==> src/rtl/keypad_debounce.sv <==
// Keypad conditioner: 2-flop synchroniser, per-key debounce FSM, single-cycle press pulses
// with optional auto-repeat, and registered debounced levels.
module keypad_debounce #(
  parameter int unsigned NKEYS           = 8,
  parameter int unsigned DEBOUNCE_CYCLES = 250000,
  parameter bit          REPEAT_EN       = 1'b1,
  parameter int unsigned REPEAT_DELAY    = 12500000,
  parameter int unsigned REPEAT_RATE     = 2500000
) (
  input  logic             clk,
  input  logic             rst,
  input  logic [NKEYS-1:0] keys_raw,
  output logic [NKEYS-1:0] keypad,
  output logic [NKEYS-1:0] key_level,
  output logic             any_key
);

  localparam int unsigned DMAX = DEBOUNCE_CYCLES - 1;
  localparam int unsigned RMAX = ((REPEAT_DELAY > REPEAT_RATE) ? REPEAT_DELAY : REPEAT_RATE) - 1;
  localparam int unsigned DW   = (DMAX > 0) ? $clog2(DMAX + 1) : 1;
  localparam int unsigned RW   = (RMAX > 0) ? $clog2(RMAX + 1) : 1;

  localparam logic [DW-1:0] DTERM  = DW'(DEBOUNCE_CYCLES - 1);
  localparam logic [RW-1:0] RDELAY = RW'(REPEAT_DELAY - 1);
  localparam logic [RW-1:0] RRATE  = RW'(REPEAT_RATE - 1);

  typedef enum logic [1:0] {StIdle, StDebPress, StHeld, StDebRelease} state_e;

  logic [NKEYS-1:0] sync_q, s_q;
  logic [NKEYS-1:0] pulse_d, level_d;

  always_ff @(posedge clk) begin
    if (!rst) begin
      sync_q <= '0;
      s_q    <= '0;
    end else begin
      sync_q <= keys_raw;
      s_q    <= sync_q;
    end
  end

  for (genvar i = 0; i < NKEYS; i++) begin : g_key
    state_e          state_q, state_d;
    logic [DW-1:0]   dcnt_q, dcnt_d;
    logic [RW-1:0]   rcnt_q, rcnt_d;
    logic            rep_q, rep_d;  // first repeat already issued in this hold
    logic            accept, repeat_hit;
    logic            pulse, level;

    assign accept     = (state_q == StDebPress) && s_q[i] && (dcnt_q == DTERM);
    assign repeat_hit = (state_q == StHeld) && s_q[i] && REPEAT_EN &&
                        (rcnt_q == (rep_q ? RRATE : RDELAY));

    always_ff @(posedge clk) begin
      if (!rst) begin
        state_q <= StIdle;
        dcnt_q  <= '0;
        rcnt_q  <= '0;
        rep_q   <= 1'b0;
      end else begin
        state_q <= state_d;
        dcnt_q  <= dcnt_d;
        rcnt_q  <= rcnt_d;
        rep_q   <= rep_d;
      end
    end

    always_comb begin
      state_d = state_q;
      dcnt_d  = dcnt_q;
      rcnt_d  = rcnt_q;
      rep_d   = rep_q;
      unique case (state_q)
        StIdle: begin
          if (s_q[i]) begin
            state_d = StDebPress;
            dcnt_d  = '0;
          end
        end
        StDebPress: begin
          if (!s_q[i]) begin
            state_d = StIdle;
          end else if (accept) begin
            state_d = StHeld;
            rcnt_d  = '0;
            rep_d   = 1'b0;
          end else begin
            dcnt_d = dcnt_q + 1'b1;
          end
        end
        StHeld: begin
          if (!s_q[i]) begin
            state_d = StDebRelease;
            dcnt_d  = '0;
          end else if (REPEAT_EN) begin
            if (repeat_hit) begin
              rcnt_d = '0;
              rep_d  = 1'b1;
            end else begin
              rcnt_d = rcnt_q + 1'b1;
            end
          end
        end
        StDebRelease: begin
          // A bounce back high resumes the hold with the repeat timer untouched
          if (s_q[i]) begin
            state_d = StHeld;
          end else if (dcnt_q == DTERM) begin
            state_d = StIdle;
          end else begin
            dcnt_d = dcnt_q + 1'b1;
          end
        end
        default: state_d = StIdle;
      endcase
    end

    always_comb begin
      pulse = accept | repeat_hit;
      level = (state_d == StHeld) || (state_d == StDebRelease);
    end

    assign pulse_d[i] = pulse;
    assign level_d[i] = level;
  end

  always_ff @(posedge clk) begin
    if (!rst) begin
      keypad    <= '0;
      key_level <= '0;
      any_key   <= 1'b0;
    end else begin
      keypad    <= pulse_d;
      key_level <= level_d;
      any_key   <= |level_d;
    end
  end

endmodule

==> config.mk <==
export PLATFORM = sky130hd
export DESIGN_NAME = keypad_debounce
export DESIGN_NICKNAME = d
export VERILOG_FILES = /design/src/rtl/keypad_debounce.sv
export SDC_FILE = /design/constraint.sdc
export NUM_CORES = 1
export LEC_CHECK = 0
export ABC_AREA = 0
export CORE_AREA = 3 3 183 185
export DETAILED_ROUTE_END_ITERATION = 8
export DIE_AREA = 0 0 186 188
export GPL_ROUTABILITY_DRIVEN = 0
export PLACE_DENSITY = 0.76
export SYNTH_ARGS = -nofsm -noshare
export SYNTH_HDL_FRONTEND = slang
export SYNTH_SLANG_ARGS = --single-unit
==> constraint.sdc <==
create_clock -name clk -period 2.3 [get_ports clk]
set_clock_uncertainty 0.1 [all_clocks]
set_input_delay 0.345 -clock clk [delete_from_list [all_inputs] [get_ports clk]]
set_output_delay 0.345 -clock clk [all_outputs]
set_load 0.005 [all_outputs]
==> impl_metrics.env <==
export IMPL_run_status="complete, but fails checks"
export IMPL_violations="setup timing"
export IMPL_dp_worst_setup_slack_ps=-144
export IMPL_cp_arrival_ps=2770
export IMPL_cp_top_family="simple AND/OR/NAND/NOR gates"
export IMPL_dieArea_mm2=0.0350
export IMPL_placed_cells=2660
export IMPL_required_ps=2620
export IMPL_grt_ovfl_total=0
export IMPL_cpMostUsedCell="buf_6"
export IMPL_yosys_top_cells_area="dfxtp_1, nor2_1, xnor2_1"
export IMPL_drc=0
export IMPL_final_common_cell="dfxtp_1"
export IMPL_max_cap_viol_count=0
export IMPL_die_width_um=186
export IMPL_met2_usage_pct=41.9
export IMPL_core_area_mm2=0.0322
export IMPL_cts_buffers=43
export IMPL_viasPerCell=5.86
export IMPL_ys_warn_count=0
export IMPL_final_cells=2778
export IMPL_wl_per_cell_um=16.0
export IMPL_worstPathMaxFanout=12
export IMPL_num_rows=66
export IMPL_vias=16300
export IMPL_finalCritPeriodShare_pct=106
export IMPL_async_reset_ff_share_pct=0
export IMPL_cp_num_buf_inv=4
export IMPL_grt_busiest_layer="met2"
export IMPL_die_h_um=188
export IMPL_slowest_delay_ps=510
export IMPL_tightest_slew_ps=1230
export IMPL_synth_compound_area_share_pct=7.54
export IMPL_port_buffers=26
export IMPL_fmax_mhz=409
export IMPL_cp_end_kind="flop"
export IMPL_synth_distinct_cells=67
export IMPL_synthCells=2129
export IMPL_grt_total_usage_pct=23.5
export IMPL_routed_wl_um=44400
export IMPL_nets=2363
export IMPL_ys_seq_area_share_pct=43.2
export IMPL_clk_latency_ps=540
export IMPL_dp_hpwl_um=27200
export IMPL_synth_avg_cell_area_um2=8.55
export IMPL_fin_ws_ps=-147
export IMPL_crit_path_cell_trace="or4_1 -> or3_4 -> buf_6 -> o31ai_4 -> inv_2 -> o21ai_4 -> buf_6 -> buf_12 -> nor2_1"
export IMPL_cts_max_path_buffers=3
export IMPL_yosysTopAreaCell="dfxtp_1"
export IMPL_worst_slew_margin_rel_pct=17.6
export IMPL_ctsHoldBuffers=0
export IMPL_drt_iter0_drc=999
export IMPL_met1_usage_pct=29.5
export IMPL_setup_viol=83
export IMPL_synth_xor_area_share_pct=13.0
export IMPL_cts_reportedPaths_clkPinSlew_ps=60
export IMPL_grt_use_met3_pct=3.41
export IMPL_grt_pass1_wl_um=71500
export IMPL_initial_core_util_pct=56.5
export IMPL_cp_slowest_cell="or4_1"
export IMPL_ios=27
export IMPL_ant_nets=0
export IMPL_drt_first_pass_iters=7
export IMPL_startpoint_type="flop"
export IMPL_antenna_found_initial=0
export IMPL_syn_nets=2155
export IMPL_drv_slew=0
export IMPL_ys_ff_latch=393
export IMPL_synth_cell_area_mm2=0.0182
export IMPL_cts_htree_levels=2
export IMPL_synth_edf_count=0
export IMPL_worstSetupPathType="flop to flop"
export IMPL_cts_root_buf="clkbuf_16"
export IMPL_num_antenna_cells=0
export IMPL_grt_pass1_vias=15700
export IMPL_cts_tree="built"
export IMPL_rsz0062_at_grt="true"
export IMPL_finalHoldViolations=0
export IMPL_synthAdderAreaFrac_pct=1.10
export IMPL_power_density_mw_per_mm2=624
export IMPL_drive_above_1_share_pct=19.5
export IMPL_peakVddDrop_mv=1.05
export IMPL_finalCriticalPeriod_ps=2450
export IMPL_final_cell_mix="dfxtp_1, nor2_1, buf_4"
export IMPL_grt_max_degree=44
export IMPL_holdCritPathClass="input pin to flop"
export IMPL_numClockSinks=393
export IMPL_synth_top_area_share_pct=43.2
export IMPL_synth_area_mux_share_pct=0.660
export IMPL_p_leak_uw=0.00814
export IMPL_synthSimpleGateAreaFrac_pct=32.2
export IMPL_areaGrowthSynthToFinish_pct=27.4
export IMPL_synth_ff_type="dfxtp_1"
export IMPL_synth_top_family_by_area="simple AND/OR/NAND/NOR gates"
## cell families after synthesis
group	after synthesis
multiplexers	12
AO/OA/AOI/OAI	227
AND/OR/NAND/NOR	1107
adder cells (fa/ha/maj)	16
flip-flops	393
XOR/XNOR	270
buffers and inverters	104
## cells in the mapped netlist (all sizes together) (45+ instances only)
master / number
nor2: 346
xor2: 131
dfxtp: 393
o21ai: 72
xnor2: 139
clkbuf: 50
and3: 46
nand2: 151
or3: 47
nor4: 45
nand3: 103
nor3: 68
a21oi: 87
nand4: 84
## power by group
part / leakage [uW] / switching [uW] / internal, uW
Sequential: 0.00318 / 17.8 / 6820
Combinational: 0.00422 / 194 / 102
Clock: 0.000743 / 2800 / 4540
## worst reg2reg max path, stage by stage (launching register included)
cell     delay (ps)
dfxtp_1         310
or4_1           510
or3_4           420
buf_6           140
o31ai_4         250
inv_2           110
o21ai_4         190
buf_6           130
buf_12          120
nor2_1           60
## metal layers
layer / up-vias / routed length (um)
li1: 7935 / -
met1: 7779 / 19000
met2: 433 / 22200
met3: 126 / 2000
met4: 0 / 1270
met5: - / 0
## state kept, by name (all words and copies together) (netlist names)
name           flops
g_key.state_q     16
g_key.dcnt_q     144
sync_q             8
keypad             8
g_key.rcnt_q     192
g_key.rep_q        8
s_q                8
any_key            1
key_level          8
## stage by stage
stage,instance area (um^2),util (%),TNS [ps],hold WS [ps],power (uW)
2_1_floorplan,18400,-,-116,312,7130
3_3_place_gp,20200,62.6,-1000,315,7230
3_5_place_dp,20200,62.6,-5160,323,7230
4_1_cts,22200,68.9,-2860,182,14600
5_1_grt,23200,72.0,-14220,214,14900
6_report,23200,72.0,-5770,216,14500
## what timing repair did
item | CTS | global route
gates cloned | 3 | 6
pin swaps | 42 | 104
gates resized for setup | 69 | 156
hold endpoints to repair | 0 | 0
setup endpoints to repair | 133 | 214
buffers inserted | 13 | 21
## cell type report
type / count / area, um^2
multi-input cells: 1634 / 11000
fillers: 2301 / 9020
flip-flops and latches: 393 / 7900
repair buffers: 230 / 2070
clock buffers: 59 / 1270
well taps: 408 / 510
clock inverters: 19 / 262
inverters: 35 / 131
## path summary, 6_finish.rpt
kind                                    startpoint            endpoint  slack, ps  depth (start not counted)
worst max-delay path            g_key[4].dcnt_q[8]  g_key[4].rcnt_q[3]       -150                          9
worst min-delay path                           rst             any_key        220                          3
worst max register to register  g_key[4].dcnt_q[8]  g_key[4].rcnt_q[3]       -150                          9
worst min register to register           sync_q[3]              s_q[3]        330                          1
(Power assumes the default switching activity.)
